--- src/rtl/gpio_serial_cfg_loader_if.sv ---
// Bus bundle between the GPIO config loader, the config register file and the pad chains.
// The master modport is the loader side; the slave modport is the housekeeping/chain side.
interface gpio_serial_cfg_loader_if #(
  parameter int NUM_PADS = 38,
  parameter int CFG_BITS = 13
);
  localparam int AW = $clog2(NUM_PADS);

  logic                start;
  logic                busy;
  logic                done;
  logic [AW-1:0]       cfg_addr;
  logic [CFG_BITS-1:0] cfg_data;
  logic                serial_clock;
  logic                serial_load;
  logic                serial_data_1;
  logic                serial_data_2;

  modport master (
    input  start, cfg_data,
    output busy, done, cfg_addr,
    output serial_clock, serial_load, serial_data_1, serial_data_2
  );

  modport slave (
    output start, cfg_data,
    input  busy, done, cfg_addr,
    input  serial_clock, serial_load, serial_data_1, serial_data_2
  );
endinterface

--- src/rtl/gpio_serial_cfg_loader.sv ---
// Shifts per-pad config words into two daisy-chained GPIO control chains, then strobes load.
// Optional CFG_LOADER_BITBANG_EN adds bb_* inputs that drive the serial pins directly while idle.
module gpio_serial_cfg_loader #(
  parameter int NUM_PADS = 38,
  parameter int CFG_BITS = 13,
  parameter int CLK_DIV  = 2
) (
  input  logic                            clock,
  input  logic                            reset,
  gpio_serial_cfg_loader_if.master        bus,
  output logic [2:0]                      dbg_state
`ifdef CFG_LOADER_BITBANG_EN
  ,
  input  logic                            bb_enable,
  input  logic                            bb_clock,
  input  logic                            bb_load,
  input  logic                            bb_data_1,
  input  logic                            bb_data_2
`endif
);
  localparam int HALF = NUM_PADS / 2;
  localparam int AW   = $clog2(NUM_PADS);
  localparam int KW   = $clog2(HALF + 1);
  localparam int DW   = (CLK_DIV > 1) ? $clog2(CLK_DIV) : 1;
  localparam int BW   = (CFG_BITS > 1) ? $clog2(CFG_BITS) : 1;
  localparam int MSB  = CFG_BITS - 1;
  localparam logic [DW-1:0] DIV_LAST = DW'(CLK_DIV - 1);
  localparam logic [BW-1:0] BIT_LAST = BW'(CFG_BITS - 1);
  localparam logic [KW-1:0] K_LAST   = KW'(HALF - 1);

  typedef enum logic [2:0] {
    S_IDLE, S_FETCH_A, S_FETCH_B, S_SHIFT, S_LOAD, S_DONE
  } state_t;

  state_t              state;
  logic                busy_q, done_q, sclk_q, load_q, sd1_q, sd2_q;
  logic [AW-1:0]       addr_q;
  logic [CFG_BITS-1:0] shift_1, shift_2;
  logic [KW-1:0]       k;
  logic [DW-1:0]       div_cnt;
  logic [BW-1:0]       bit_cnt;
  logic                phase_hi;
  logic                second;
  logic                start_ok;

  // Handshake: start is a one-cycle request honoured only in IDLE (never queued);
  // busy is high from the cycle after acceptance through the done pulse.
`ifdef CFG_LOADER_BITBANG_EN
  logic bb_mode;
  assign bb_mode           = bb_enable && (state == S_IDLE);
  assign start_ok          = bus.start && !bb_enable;
  assign bus.serial_clock  = bb_mode ? bb_clock  : sclk_q;
  assign bus.serial_load   = bb_mode ? bb_load   : load_q;
  assign bus.serial_data_1 = bb_mode ? bb_data_1 : sd1_q;
  assign bus.serial_data_2 = bb_mode ? bb_data_2 : sd2_q;
`else
  assign start_ok          = bus.start;
  assign bus.serial_clock  = sclk_q;
  assign bus.serial_load   = load_q;
  assign bus.serial_data_1 = sd1_q;
  assign bus.serial_data_2 = sd2_q;
`endif

  assign bus.busy     = busy_q;
  assign bus.done     = done_q;
  assign bus.cfg_addr = addr_q;
  assign dbg_state    = state;

  always_ff @(posedge clock or posedge reset) begin
    if (reset) begin
      state    <= S_IDLE;
      busy_q   <= 1'b0;
      done_q   <= 1'b0;
      sclk_q   <= 1'b0;
      load_q   <= 1'b0;
      sd1_q    <= 1'b0;
      sd2_q    <= 1'b0;
      addr_q   <= '0;
      shift_1  <= '0;
      shift_2  <= '0;
      k        <= '0;
      div_cnt  <= '0;
      bit_cnt  <= '0;
      phase_hi <= 1'b0;
      second   <= 1'b0;
    end else begin
      done_q <= 1'b0;
      case (state)
        S_IDLE: begin
          if (start_ok) begin
            state  <= S_FETCH_A;
            busy_q <= 1'b1;
            k      <= '0;
            addr_q <= '0;
            second <= 1'b0;
          end
        end
        S_FETCH_A: begin
          if (!second) begin
            second <= 1'b1;
          end else begin
            second  <= 1'b0;
            shift_1 <= bus.cfg_data;
            addr_q  <= AW'(NUM_PADS - 1) - AW'(k);
            state   <= S_FETCH_B;
          end
        end
        S_FETCH_B: begin
          if (!second) begin
            second <= 1'b1;
          end else begin
            // Present the first bit of both words now: this is the first low cycle.
            second   <= 1'b0;
            sd1_q    <= shift_1[MSB];
            sd2_q    <= bus.cfg_data[MSB];
            shift_1  <= shift_1 << 1;
            shift_2  <= bus.cfg_data << 1;
            sclk_q   <= 1'b0;
            div_cnt  <= '0;
            bit_cnt  <= '0;
            phase_hi <= 1'b0;
            state    <= S_SHIFT;
          end
        end
        S_SHIFT: begin
          if (div_cnt != DIV_LAST) begin
            div_cnt <= div_cnt + 1'b1;
          end else begin
            div_cnt <= '0;
            if (!phase_hi) begin
              phase_hi <= 1'b1;
              sclk_q   <= 1'b1;
            end else begin
              phase_hi <= 1'b0;
              sclk_q   <= 1'b0;
              if (bit_cnt == BIT_LAST) begin
                sd1_q <= 1'b0;
                sd2_q <= 1'b0;
                k     <= k + 1'b1;
                if (k == K_LAST) begin
                  load_q <= 1'b1;
                  state  <= S_LOAD;
                end else begin
                  addr_q <= AW'(k) + AW'(1);
                  state  <= S_FETCH_A;
                end
              end else begin
                bit_cnt <= bit_cnt + 1'b1;
                sd1_q   <= shift_1[MSB];
                sd2_q   <= shift_2[MSB];
                shift_1 <= shift_1 << 1;
                shift_2 <= shift_2 << 1;
              end
            end
          end
        end
        S_LOAD: begin
          if (div_cnt != DIV_LAST) begin
            div_cnt <= div_cnt + 1'b1;
          end else begin
            div_cnt <= '0;
            load_q  <= 1'b0;
            done_q  <= 1'b1;
            state   <= S_DONE;
          end
        end
        S_DONE: begin
          busy_q <= 1'b0;
          state  <= S_IDLE;
        end
        default: state <= S_IDLE;
      endcase
    end
  end
endmodule

--- src/flat_wrapper.sv ---
// flat-port wrapper written by rule: the top's interface ports become plain ports
module gpio_serial_cfg_loader_flat 
#(
  parameter int NUM_PADS = 38,
  parameter int CFG_BITS = 13,
  parameter int CLK_DIV  = 2
)
  (clock, reset, dbg_state, bus_start, bus_cfg_data, bus_busy, bus_done, bus_cfg_addr, bus_serial_clock, bus_serial_load, bus_serial_data_1, bus_serial_data_2);
  gpio_serial_cfg_loader_if #(.NUM_PADS(NUM_PADS), .CFG_BITS(CFG_BITS)) bus_i ();
  input  logic clock;
  input  logic reset;
  output logic [2:0] dbg_state;
  input wire logic [$bits(bus_i.start)-1:0] bus_start;
  input wire logic [$bits(bus_i.cfg_data)-1:0] bus_cfg_data;
  output wire logic [$bits(bus_i.busy)-1:0] bus_busy;
  output wire logic [$bits(bus_i.done)-1:0] bus_done;
  output wire logic [$bits(bus_i.cfg_addr)-1:0] bus_cfg_addr;
  output wire logic [$bits(bus_i.serial_clock)-1:0] bus_serial_clock;
  output wire logic [$bits(bus_i.serial_load)-1:0] bus_serial_load;
  output wire logic [$bits(bus_i.serial_data_1)-1:0] bus_serial_data_1;
  output wire logic [$bits(bus_i.serial_data_2)-1:0] bus_serial_data_2;
  assign bus_i.start = bus_start;
  assign bus_i.cfg_data = bus_cfg_data;
  assign bus_busy = bus_i.busy;
  assign bus_done = bus_i.done;
  assign bus_cfg_addr = bus_i.cfg_addr;
  assign bus_serial_clock = bus_i.serial_clock;
  assign bus_serial_load = bus_i.serial_load;
  assign bus_serial_data_1 = bus_i.serial_data_1;
  assign bus_serial_data_2 = bus_i.serial_data_2;
  gpio_serial_cfg_loader #(.NUM_PADS(NUM_PADS), .CFG_BITS(CFG_BITS), .CLK_DIV(CLK_DIV)) u_core (.clock(clock), .reset(reset), .bus(bus_i), .dbg_state(dbg_state));
endmodule
--- config.mk ---
export PLATFORM = sky130hd
export DESIGN_NAME = gpio_serial_cfg_loader_flat
export DESIGN_NICKNAME = d
export VERILOG_FILES = /design/src/rtl/gpio_serial_cfg_loader_if.sv /design/src/rtl/gpio_serial_cfg_loader.sv /design/src/flat_wrapper.sv
export SDC_FILE = /design/constraint.sdc
export NUM_CORES = 1
export LEC_CHECK = 0
export ABC_AREA = 0
export ABC_CLOCK_PERIOD_IN_PS = 3600
export CAP_MARGIN = 20
export CORE_ASPECT_RATIO = 0.5
export CORE_MARGIN = 5
export CORE_UTILIZATION = 60
export DETAILED_ROUTE_END_ITERATION = 8
export PLACE_DENSITY_LB_ADDON = 0.12
export SETUP_SLACK_MARGIN = 0.4
export SYNTH_ARGS = -nofsm -noshare
export SYNTH_HDL_FRONTEND = slang
export SYNTH_SLANG_ARGS = --single-unit
--- constraint.sdc ---
create_clock -name clock -period 3.6 [get_ports clock]
set_input_delay 0.9 -clock clock [delete_from_list [all_inputs] [get_ports clock]]
set_output_delay 0.9 -clock clock [all_outputs]
set_load 0.02 [all_outputs]
==> results.cfg <==
[sta]
max_slew_margin_pct = 45.6
finalCriticalPeriod_ns = 2.70
timing.final.max_slew_violations = 0
fin_tns_setup_ns = 0
rsz0062_at_grt = no
final-hold-violation-count = 0
maxClockFrequency_ghz = 0.370
timing.final.setup_violations = 0
worst-slew-pin-transition_ns = 0.815
finalCritPeriodShare_pct = 75.0
worst_clock_skew_ns = 0.00746

[global_route]
antenna_found_initial = 0
globalRouteTotalUtil_pct = 19.5
vias_in_the_first_global_route = 2027
grt_first_pass_wirelength_mm = 9.64
largest_net_degree_at_the_start_of_global_routing = 52
grt_overflow_total = 0

[floorplan]
fp.dieH_um = 58.4
row_count = 17
die_area_mm2 = 0.00624
floorplan.die.width_um = 107
pin_count = 31
initial_utilization_pct = 62.9
core_region_area_mm2 = 0.00447

[clocking]
cts_root_buffer = clkbuf_8
cts-root-to-sink-buffers = 2
htreeDepth = 2
cts.reportedPaths.clkPinSlew_ns = 0.09
tritoncts = yes
clkLatencyLatePin_ns = 0.31
tritoncts_num_sinks = 51
postCtsHoldBufs = 0
cts_setup_buffers = 0
post_cts_resized = 0
cts_made_buffers = 5

[worst_setup_path]
category_of_the_most_critical_setup_path = flop to primary output
critical-path-top-delay-family = flip-flops
critical_path.max_stage_delay_ns = 0.76
required_ns = 2.70
crit_arrival_ns = 1.80
critical_path.endpoint_type = primary output
crit_path_max_fanout = 23
path_cells = clkdlybuf4s50_1
cp-start-kind = flop
cp_num_buf_inv = 1
critical-path-slowest-cell = dfrtp_1

[route]
detail_route.wirelength.met1_mm = 2.51
top_layer_in_use = met4
route.detailed.drc = 0
dr_wl_met2_mm = 2.71
drtAntennaViolNets = 0
viasPerCell = 5.98
initialDrtViolationCount = 57
detailroute.via_count = 2009
route.met3.wl_um = 227
detailedRoute.firstPassIterationCount = 4
overall_routed_net_length_mm = 5.56
wire_per_inst_um = 16.6

[finish]
drive_gt1_share_pct = 24.4
number_of_antenna_repair_diodes = 0
layout.cells.non_filler = 336
multiInputGateArea_mm2 = 0.00142
areaGrowthSynthToFinish_pct = 15.6
sequential_cell_area_mm2 = 0.00128
nNetsFinal = 300
filler_instances = 337

[placement]
dpl.hpwl_mm = 3.81
post-place-cells = 328
gp_routability_congestion = 0.782
port-buffer-count = 30

[yosys]
number_of_enable_type_register_cells_in_the_synthesized_netlist = 0
postSynthAreaPerCell_um2 = 11.2
synth_seq_cells = 51
cell_count_after_synthesis = 252
synth.lib_cells_used.distinct = 47
yosys_most_used_dff = dfrtp_1
yosysWarningCount = 0
mappedNetlistArea_mm2 = 0.00281
mappedNetlistNets = 274
seq_area_frac_synth_pct = 45.4
post_synth_arst_share_pct = 100

[flow_run]
cap_violations = 0

[power_and_ir_drop]
power.combinational.fraction_pct = 3.7
vdd_drop_max_v = 0.000191
power.switching_uw = 210
p_seq_share_pct = 56.0
internal_power_uw = 819
power_frac_clock_pct = 40.3
power_density_mw_per_mm2 = 316
total_leakage_power_nw = 1.59
switching_share_pct = 20.4

[worst_hold_path]
worst_hold_path_type = flop to flop

[run_status]
outcome = finished, final reports clean
path summary, 6_finish.rpt:
check / end / startpoint / slack [ns] / depth (start not counted)
max reg2reg: u_core.shift_1[9] / u_core.dbg_state[0] / 1.20 / 3
min: u_core.bus.serial_data_1 / u_core.bus.serial_data_1 / 0.49 / 2
max in group asynchronous: u_core.bus.busy / reset / 2.08 / 3
min reg2reg: u_core.bus.serial_data_1 / u_core.bus.serial_data_1 / 0.49 / 2
max: dbg_state[0] / u_core.dbg_state[0] / 0.90 / 1
min in group asynchronous: u_core.shift_1[3] / reset / 1.07 / 3
logic make-up (layout without fill, tap and decap cells):
| group | after synthesis | in the layout | share of synthesized area [%] |
|---|---|---|---|
| buffers and inverters | 26 | 53 | 4.18 |
| xor gates and xnor gates | 2 | 2 | 0.623 |
| adders and majority gates | 6 | 6 | 2.67 |
| muxes | 57 | 57 | 23.9 |
| DFF | 51 | 51 | 45.4 |
| AOI/OAI and AO/OA | 46 | 46 | 10.4 |
| and+or+nand+nor | 64 | 64 | 12.8 |
layer usage:
| layer | up-vias | global-route usage [%] |
|---|---|---|
| met5 | - | 0 |
| met4 | 0 | 9.29 |
| met3 | 13 | 4.38 |
| met2 | 44 | 32.0 |
| met1 | 996 | 25.1 |
| li1 | 956 | - |
placed cells by master, fill, tap and decap left out, types with 2 or more instances in the layout:
master and n:
dfrtp_1 51, mux2_2 41, clkdlybuf4s50_1 30, o21ai_0 17, nor2_1 14, nand2_1 12
inv_1 11, mux2_4 10, a21oi_1 9, nand3_1 8, mux2i_1 6, ha_1 6
clkbuf_8 6, nor2b_1 5, and3_1 5, nand2b_1 4, o31ai_1 3, or4_1 3
nor3_1 3, buf_4 3, nand3b_1 2, and2_1 2, a311o_1 2, a21o_1 2
o22ai_1 2
registers in the layout, summed over array words and instances (netlist names), 3 cells and up:
signal and flops:
u_core.bus.cfg_addr 6, u_core.shift_1 13, u_core.bit_cnt 4, u_core.shift_2 12, u_core.k 5, u_core.dbg_state 3
cells in the mapped netlist (all sizes together) (2+ instances only):
library cell / n / area share, %
nand3: 8 / 1.4
a21oi: 9 / 1.6
a311o: 2 / 0.71
mux2: 51 / 22
nand2b: 4 / 0.89
nand2: 12 / 1.6
o22ai: 2 / 0.44
o31ai: 3 / 0.80
nor2: 14 / 1.9
nand3b: 2 / 0.53
and2: 2 / 0.44
o21ai: 17 / 3.0
a21o: 2 / 0.53
inv: 12 / 1.6
nor3: 3 / 0.53
clkbuf: 5 / 0.71
dfrtp: 51 / 45
ha: 6 / 2.7
buf: 9 / 1.9
mux2i: 6 / 2.1
and3: 5 / 1.1
or4: 3 / 0.80
nand4: 2 / 0.67
nor2b: 5 / 1.1
layout make-up:
type | count | share of cell area, %
Clock inverter | 2 | 1.08
Timing Repair Buffer | 33 | 9.93
Multi-Input combinational cell | 175 | 43.6
Inverter | 12 | 1.39
Clock buffer | 6 | 2.54
Tap cell | 57 | 2.19
Sequential cell | 51 | 39.3
power groups by stage:
stage,Sequential (mW),Combinational (mW),Clock (mW)
3_3_place_gp,0.587,0.0383,0
6_report,0.576,0.0385,0.414
4_1_cts,0.576,0.0396,0.424
2_1_floorplan,0.588,0.0115,0
5_1_grt,0.576,0.0429,0.452
3_5_place_dp,0.587,0.0394,0
worst register-to-register path, cell delays in order (launching register included):
cell      delay [ns]
dfrtp_1         0.76
nand2b_1        0.35
a311o_1         0.76
mux2_2          0.42
through the flow:
step	area (µm²)	power, mW	hold slack [ns]	util, %	worst slack [ns]
final	3250	1.03	0.493	72.8	0.900
after global routing	3250	1.07	0.513	72.8	0.807
after CTS	3250	1.04	0.500	72.8	0.883
after detailed placement	3130	0.627	0.480	70.1	0.928
after global placement	3130	0.625	0.459	70.1	0.962
after floorplan	2810	0.600	0.462	-	1.47
Power figures use the tool's default switching activity.
